===== src/rtl/dcd_scan_ctrl_pkg.sv =====
// Shared state-list definitions for the decision scan controller.
//  - 2-bit value encodings of a variable entry
//  - bit offsets inside one WIDTH-bit entry: [2:1] value, [0] implied flag
//  - FSM state encodings for dcd_scan_ctrl
//  - helper that builds one entry from a value and an implied flag
package dcd_scan_ctrl_pkg;

  localparam logic [1:0] VAL_FREE  = 2'b00;
  localparam logic [1:0] VAL_FALSE = 2'b01;
  localparam logic [1:0] VAL_TRUE  = 2'b10;

  localparam int VAL_LSB = 1;
  localparam int VAL_MSB = 2;
  localparam int IMP_BIT = 0;
  localparam int ENT_W   = VAL_MSB + 1;

  typedef logic [1:0] state_t;
  localparam state_t IDLE = 2'd0;
  localparam state_t SCAN = 2'd1;
  localparam state_t DONE = 2'd2;

  function automatic logic [ENT_W-1:0] mk_entry(input logic [1:0] val, input logic imp);
    logic [ENT_W-1:0] e;
    e                  = '0;
    e[VAL_MSB:VAL_LSB] = val;
    e[IMP_BIT]         = imp;
    return e;
  endfunction

endpackage


===== src/rtl/dcd_seg_pick.sv =====
// Combinational free-variable picker for one scan segment.
//  val_i  in  SEG*WIDTH  value slice of SEG consecutive variables
//  vld_i  in  SEG        1 = slot holds a real variable (padding slots are 0)
//  hit_o  out 1          some valid slot is free
//  idx_o  out LIDX_W     lowest free slot index inside the segment
module dcd_seg_pick
  import dcd_scan_ctrl_pkg::*;
#(
  parameter int SEG    = 4,
  parameter int WIDTH  = 3,
  parameter int LIDX_W = (SEG > 1) ? $clog2(SEG) : 1
) (
  input  logic [SEG*WIDTH-1:0] val_i,
  input  logic [SEG-1:0]       vld_i,
  output logic                 hit_o,
  output logic [LIDX_W-1:0]    idx_o
);

  logic [SEG-1:0] free;
  logic [SEG-1:0] unused_imp;

  for (genvar j = 0; j < SEG; j++) begin : g_lane
    assign free[j]       = vld_i[j] && (val_i[j*WIDTH+VAL_LSB +: 2] == VAL_FREE);
    // implied flag does not affect freeness
    assign unused_imp[j] = val_i[j*WIDTH+IMP_BIT];
  end

  // descending walk so the lowest free slot wins
  always_comb begin
    hit_o = |free;
    idx_o = '0;
    for (int j = SEG - 1; j >= 0; j--) begin
      if (free[j]) idx_o = LIDX_W'(j);
    end
  end

endmodule


===== src/rtl/dcd_scan_ctrl.sv =====
// Sequential decision controller: on start_i scans the packed variable state
// bus one SEG-wide segment per cycle, picks the first free variable and emits
// a decision write (index, value FALSE, level_i+1), or reports all assigned.
// Optional macro DCD_ROUND_ROBIN_EN: scan begins at the segment after the one
// holding the last decided variable instead of segment 0.
//  clk, rst      clock, synchronous active-high reset
//  start_i       request a decision (accepted only in IDLE)
//  value_i       packed variable states, stable while busy_o
//  level_i       current decision level
//  busy_o        high in SCAN and DONE
//  done_o        one-cycle completion pulse
//  found_o       1 = decided, 0 = all assigned (or overflow)
//  var_idx_o     decided variable index
//  wr_value_o    entry to write (FALSE, not implied)
//  wr_level_o    level_i+1
//  ovf_o         level_i was all-ones; no decision
module dcd_scan_ctrl
  import dcd_scan_ctrl_pkg::*;
#(
  parameter int NUM_VARS = 8,
  parameter int WIDTH    = 3,
  parameter int SEG      = 4,
  parameter int LVL_W    = 8
) (
  input  logic                      clk,
  input  logic                      rst,
  input  logic                      start_i,
  input  logic [NUM_VARS*WIDTH-1:0] value_i,
  input  logic [LVL_W-1:0]          level_i,
  output logic                      busy_o,
  output logic                      done_o,
  output logic                      found_o,
  output logic [$clog2(NUM_VARS)-1:0] var_idx_o,
  output logic [WIDTH-1:0]          wr_value_o,
  output logic [LVL_W-1:0]          wr_level_o,
  output logic                      ovf_o
);

  localparam int IDX_W  = $clog2(NUM_VARS);
  localparam int NSEG   = (NUM_VARS + SEG - 1) / SEG;
  localparam int SEG_W  = (NSEG > 1) ? $clog2(NSEG) : 1;
  localparam int LEFT_W = $clog2(NSEG + 1);
  localparam int LIDX_W = (SEG > 1) ? $clog2(SEG) : 1;
  localparam logic [WIDTH-1:0] WR_FALSE = WIDTH'(mk_entry(VAL_FALSE, 1'b0));

  state_t              state_q, state_d;
  logic [SEG_W-1:0]    seg_cnt_q, seg_cnt_d;
  logic [LEFT_W-1:0]   seg_left_q, seg_left_d;
  logic                found_q, found_d;
  logic                ovf_q, ovf_d;
  logic [IDX_W-1:0]    idx_q, idx_d;
  logic [WIDTH-1:0]    wr_value_q, wr_value_d;
  logic [LVL_W-1:0]    wr_level_q, wr_level_d;
  logic [SEG_W-1:0]    start_seg;
`ifdef DCD_ROUND_ROBIN_EN
  logic [SEG_W-1:0]    last_seg_q, last_seg_d;
  logic                last_vld_q, last_vld_d;
`endif

  // Segment table: padding slots past NUM_VARS read as invalid zeros
  logic [NSEG-1:0][SEG*WIDTH-1:0] seg_val;
  logic [NSEG-1:0][SEG-1:0]       seg_vld;

  for (genvar s = 0; s < NSEG; s++) begin : g_seg
    for (genvar j = 0; j < SEG; j++) begin : g_slot
      if (s * SEG + j < NUM_VARS) begin : g_real
        assign seg_val[s][j*WIDTH +: WIDTH] = value_i[(s*SEG+j)*WIDTH +: WIDTH];
        assign seg_vld[s][j]                = 1'b1;
      end else begin : g_pad
        assign seg_val[s][j*WIDTH +: WIDTH] = '0;
        assign seg_vld[s][j]                = 1'b0;
      end
    end
  end

  logic              hit;
  logic [LIDX_W-1:0] loc_idx;
  logic [IDX_W-1:0]  hit_idx;

  dcd_seg_pick #(.SEG(SEG), .WIDTH(WIDTH), .LIDX_W(LIDX_W)) u_pick (
    .val_i (seg_val[seg_cnt_q]),
    .vld_i (seg_vld[seg_cnt_q]),
    .hit_o (hit),
    .idx_o (loc_idx)
  );

  assign hit_idx = IDX_W'(int'(seg_cnt_q) * SEG + int'(loc_idx));

  function automatic logic [SEG_W-1:0] next_seg(input logic [SEG_W-1:0] s);
    return (s == SEG_W'(NSEG - 1)) ? '0 : s + SEG_W'(1);
  endfunction

`ifdef DCD_ROUND_ROBIN_EN
  // before the first decision there is no last segment; start at 0
  assign start_seg = last_vld_q ? next_seg(last_seg_q) : '0;
`else
  assign start_seg = '0;
`endif

  // State register
  always_ff @(posedge clk) begin
    if (rst) begin
      state_q    <= IDLE;
      seg_cnt_q  <= '0;
      seg_left_q <= '0;
      found_q    <= 1'b0;
      ovf_q      <= 1'b0;
      idx_q      <= '0;
      wr_value_q <= '0;
      wr_level_q <= '0;
`ifdef DCD_ROUND_ROBIN_EN
      last_seg_q <= '0;
      last_vld_q <= 1'b0;
`endif
    end else begin
      state_q    <= state_d;
      seg_cnt_q  <= seg_cnt_d;
      seg_left_q <= seg_left_d;
      found_q    <= found_d;
      ovf_q      <= ovf_d;
      idx_q      <= idx_d;
      wr_value_q <= wr_value_d;
      wr_level_q <= wr_level_d;
`ifdef DCD_ROUND_ROBIN_EN
      last_seg_q <= last_seg_d;
      last_vld_q <= last_vld_d;
`endif
    end
  end

  // Next state and datapath
  always_comb begin
    state_d    = state_q;
    seg_cnt_d  = seg_cnt_q;
    seg_left_d = seg_left_q;
    found_d    = found_q;
    ovf_d      = ovf_q;
    idx_d      = idx_q;
    wr_value_d = wr_value_q;
    wr_level_d = wr_level_q;
`ifdef DCD_ROUND_ROBIN_EN
    last_seg_d = last_seg_q;
    last_vld_d = last_vld_q;
`endif
    case (state_q)
      IDLE: begin
        if (start_i) begin
          found_d    = 1'b0;
          ovf_d      = 1'b0;
          idx_d      = '0;
          wr_value_d = '0;
          if (&level_i) begin
            // next level would wrap; refuse to decide
            ovf_d      = 1'b1;
            wr_level_d = '0;
            state_d    = DONE;
          end else begin
            wr_level_d = level_i + LVL_W'(1);
            seg_cnt_d  = start_seg;
            seg_left_d = LEFT_W'(NSEG);
            state_d    = SCAN;
          end
        end
      end
      SCAN: begin
        if (hit) begin
          found_d    = 1'b1;
          idx_d      = hit_idx;
          wr_value_d = WR_FALSE;
          state_d    = DONE;
`ifdef DCD_ROUND_ROBIN_EN
          last_seg_d = seg_cnt_q;
          last_vld_d = 1'b1;
`endif
        end else begin
          seg_cnt_d  = next_seg(seg_cnt_q);
          seg_left_d = seg_left_q - LEFT_W'(1);
          if (seg_left_q == LEFT_W'(1)) state_d = DONE;
        end
      end
      DONE:    state_d = IDLE;
      default: state_d = IDLE;
    endcase
  end

  // Outputs
  always_comb begin
    busy_o     = (state_q != IDLE);
    done_o     = (state_q == DONE);
    found_o    = found_q;
    ovf_o      = ovf_q;
    var_idx_o  = idx_q;
    wr_value_o = wr_value_q;
    wr_level_o = wr_level_q;
  end

endmodule


===== config.mk =====
export PLATFORM = sky130hd
export DESIGN_NAME = dcd_scan_ctrl
export DESIGN_NICKNAME = d
export VERILOG_FILES = /design/src/rtl/dcd_scan_ctrl_pkg.sv /design/src/rtl/dcd_seg_pick.sv /design/src/rtl/dcd_scan_ctrl.sv
export SDC_FILE = /design/constraint.sdc
export NUM_CORES = 1
export LEC_CHECK = 0
export CAP_MARGIN = 40
export CORE_ASPECT_RATIO = 2
export CORE_UTILIZATION = 39
export CTS_CLUSTER_DIAMETER = 40
export DETAILED_ROUTE_END_ITERATION = 12
export PLACE_DENSITY = 0.79
export SETUP_SLACK_MARGIN = 0.02
export SYNTH_ARGS = -nofsm -noshare
export SYNTH_HDL_FRONTEND = slang
export SYNTH_SLANG_ARGS = --single-unit

===== constraint.sdc =====
create_clock -name clk -period 1.85 [get_ports clk]
set_clock_uncertainty 0.2 [all_clocks]
set_input_delay 0.37 -clock clk [delete_from_list [all_inputs] [get_ports clk]]
set_output_delay 0.37 -clock clk [all_outputs]
set_load 0.02 [all_outputs]

# Yosys cells after proc, flatten, opt, wreduce, memory -nomap -nowiden
# Cells that the tools add are included.
dict set report op_classes {
  n_addsub 4
  magnitude_cmp 1
  n_eq_ne 8
  muxes 31
  reduce_logical 17
}
# cell count
set op_table {}
lappend op_table {{$mux W12} 2}
lappend op_table {{$mux W2} 11}
lappend op_table {{$pmux W3 S2} 2}
lappend op_table {{$logic_not A2 Y1} 5}
lappend op_table {{$mux W3} 3}
lappend op_table {{$add A8 B1 Y8 const B} 1}
lappend op_table {{$mux W8} 1}
lappend op_table {{$ne A2 B2 Y1 const B} 4}
lappend op_table {{$pmux W2 S2} 2}
lappend op_table {{$reduce_and A8 Y1} 1}
lappend op_table {{$mux W1} 7}
lappend op_table {{$eq A2 B1 Y1 const B} 2}
lappend op_table {{$logic_and A1 B1 Y1} 4}
lappend op_table {{$mux W4} 1}
lappend op_table {{$pmux W1 S2} 2}
lappend op_table {{$reduce_and A2 Y1} 2}
lappend op_table {{$reduce_and A4 Y1} 1}
lappend op_table {{$reduce_bool A2 Y1} 2}
lappend op_table {{$reduce_or A4 Y1} 1}
lappend op_table {{$add A3 B2 Y3} 1}
lappend op_table {{$ne A3 B3 Y1 const B} 1}
lappend op_table {{$reduce_and A3 Y1} 1}
lappend op_table {{$eq A2 B2 Y1 const B} 1}
lappend op_table {{$lt A1 B2 Y1 const B} 1}
lappend op_table {{2 further kinds} 2}
dict set report totals {
  reg_bits 21
  input_bits 35
  word_cells 69
}

# Longest topological paths before layout
dict set report depth {
  depth_word 11
  depth_mapped 6
}

# Cells and area by module
# Synthesis repeated with hierarchy kept, for this count alone.
dict set report hier_totals {
  cells_unflattened 125
  hier_area_um2 1053.5
}
# mod n_inst cells_each area_each_um2 seq_area_each_um2
set modules_own_cells {}
lappend modules_own_cells {dcd_scan_ctrl 1 114 992.2 360.3}
lappend modules_own_cells {dcd_seg_pick 1 11 61.3 0.0}

# Worst setup path before layout
# OpenSTA, ideal clock, no wires.
dict set report synth_path {
  kind {in2reg}
  from {input port level_i[0]}
  to {register seg_left_q[1]}
  arrival_time_ns 1.318
  slack_ns 0.213
  path_stages 6
  path_cell_list {ha_1 -> and4_4 -> nand2_2 -> o31ai_4 -> a21oi_2 -> o221a_1}
}
dict set report synth_between {
  elab_chain_len 3
}
# element line_no
set synth_rtl {}
lappend synth_rtl {{from (decl)} dcd_scan_ctrl.sv:29} ;# input logic [LVL_W-1:0] level_i,
lappend synth_rtl {{$reduce_and A8 Y1} dcd_scan_ctrl.sv:152} ;# if (&level_i) begin
lappend synth_rtl {{$ne A2 B2 Y1 (no source line)} -}
lappend synth_rtl {{$reduce_and A4 Y1 (no source line)} -}
lappend synth_rtl {{to (signal assigned)} dcd_scan_ctrl.sv:118} ;# seg_left_q <= seg_left_d;
lappend synth_rtl {{to (decl)} dcd_scan_ctrl.sv:48} ;# logic [LEFT_W-1:0] seg_left_q, seg_left_d;
# Every way passes these cells.
# A chain may end at the register's enable or synchronous reset.

==> impl_metrics.yaml <==
worst_setup_path:
  crit_buf_inv: 1
  crit_fanout: 3
  critPathArrivalTime_ns: 1.22
  path_class: "reg -> out"
  cp_slowest_stage_delay_ns: 0.61
  required_ns: 1.28
  path_delay_family: "buffers and inverters"
  end_kind: "primary output"
  start_kind: "register"
  crit_chain: "clkdlybuf4s50_1"
  crit_slowest_cell: "clkdlybuf4s50_1"
detailed_routing:
  vias: 1129
  first_pass_iters: 4
  routedWlPerCell_um: 14.9
  vias_per_cell: 5.43
  antenna_left: 0
  routed_wl_um: 3090
  post-route-drc-count: 0
  drt_first_iter_violations: 23
global_routing:
  met1_usage: 0.189
  grt-busiest-layer: "met2"
  gr-usage-all-layers: 0.233
  grt_max_degree: 10
  grtUsageMet2: 0.484
  grt_overflow_total: 0
  grt_pass1_wl_um: 4750
  grt_use_met3: 0.0269
  antenna_found_initial: 0
  grt_pass1_vias: 1182
sta:
  fmax_mhz: 557
  fin_crit_ns: 1.79
  fin_ws_ns: 0.0554
  final_hold_viol_count: 0
  rsz0062_at_grt: "true"
  slew_viol_final: 0
  fin_crit_sh: 0.970
  setup_viol: 0
floorplanning:
  io_pins: 53
  std_cell_rows: 25
  core_area_um2: 2410
  fp.dieArea_um2: 2830
  start_util: 0.422
  fp.dieW_um: 38.1
  die_h_um: 74.2
finish:
  final_cell_mix: "clkdlybuf4s50_1, buf_4, dfxtp_1, nor2_1, nand2_1"
  syn2layout_area_growth_pct: 64.8
  diodes: 0
  mostFrequentLayoutCell: "clkdlybuf4s50_1"
  num-nets-final: 220
  fin_cells: 208
  layout-drive-gt1-share: 0.249
synth:
  yosys.cell_types.count: 44
  netlist_instances: 118
  ys_seq_area_frac: 0.354
  synth_seq_cells: 18
  synth_ff_type: "dfxtp_1"
  syn_avg_cell_area_um2: 8.62
  yosysWarnings: 0
  ys_async_sr_fraction: 0
  synth_edf_count: 0
  netlist_area_um2: 1020
worst_hold_path:
  holdCritPathClass: "reg -> reg"
clocking:
  postCtsHoldBufs: 0
  cts_max_level: 1
  clk_latency_ns: 0.26
  numCtsBuffers: 3
  tritoncts: "done"
  clock-sinks: 18
  clock_path_buffers: 2
  root_buffer: "clkbuf_8"
  clkSlewWorstSetupHoldPaths_ns: 0.06
run_status:
  status: "complete, no violations"
placed_design:
  dp_hpwl_um: 2460
  finalWeightedCongestion: 0.837
  io_buffers: 42
  dp.cells: 204
  post-place-ws_ns: -0.363
power:
  ir_worst_vdd_uv: 479
  power_density_nw_per_um2: 637
  leakagePower_nw: 0.697
job:
  cap_violations: 0
## sequential cells by signal, indices dropped and copies added, names as in the netlist
signal / cells
ovf_o: 1
var_idx_o: 3
seg_left_q: 2
state_q: 2
wr_value_o: 1
seg_cnt_q: 1
wr_level_o: 8
## area by class of cell
cell class / count / area, µm²
clock buffer: 3 / 41.3
multi-input combinational: 91 / 636
tap: 27 / 33.8
timing repair buffer: 65 / 591
inverter: 4 / 15.0
fill: 204 / 732
sequential: 18 / 360
## cells in the mapped netlist (all sizes together) (3+ instances only)
master	number	area, µm²
a21oi	8	47.6
o21ai	9	48.8
nand3	4	25.0
buf	5	38.8
nor2	16	62.6
nand2	11	43.8
inv	4	15.0
xor2	4	35.0
and2	3	18.8
dfxtp	18	360
a211oi	4	40.0
o31ai	3	36.3
nor2b	3	18.8
a2bb2oi	3	26.3
## per-layer routing
metal | vias to the layer above | wire length, µm
met2 | 47 | 1800
li1 | 543 | -
met3 | 10 | 163
met1 | 529 | 1030
met5 | - | 0
met4 | 0 | 97
## what timing repair did
action,4_1_cts,5_1_grt
resized for setup,7,4
setup buffers,1,0
endpoints found under the setup margin,11,8
pin swaps,4,1
gates cloned,0,0
## worst paths after layout
check / start / to / slack, ns / cells after the start
max: wr_value_o[1] / found_o / 0.06 / 1
min: var_idx_o[2] / var_idx_o[2] / 0.27 / 1
max reg2reg: seg_cnt_q / var_idx_o[0] / 0.17 / 5
min reg2reg: var_idx_o[2] / var_idx_o[2] / 0.27 / 1
## per-stage QoR
stage,utilization,setup TNS [ns],hold WS (ns),power (mW),instance area [µm²]
final,0.696,0,0.269,1.07,1680
after global routing,0.696,0,0.289,1.11,1680
after CTS,0.687,0,0.275,1.06,1660
after detailed placement,0.663,-3.97,0.262,0.794,1600
after global placement,0.663,-3.31,0.250,0.781,1600
after floorplan,-,0,0.249,0.610,1020
## logic make-up after synthesis
logic type      synth area share
other cells              0.00369
flops                      0.354
buf+inv                   0.0566
compound gates             0.257
fa+ha+maj                 0.0246
simple gates               0.239
xor+xnor                  0.0430
mux                       0.0221
## report_power, final
group | internal (mW) | switching, mW | total, mW | leakage (nW)
sequential | 0.416 | 0.0201 | 0.436 | 0.148
clock | 0.145 | 0.129 | 0.274 | 0.0216
combinational | 0.186 | 0.172 | 0.358 | 0.527
total | 0.748 | 0.321 | 1.07 | 0.697
(Power assumes the default switching activity.)
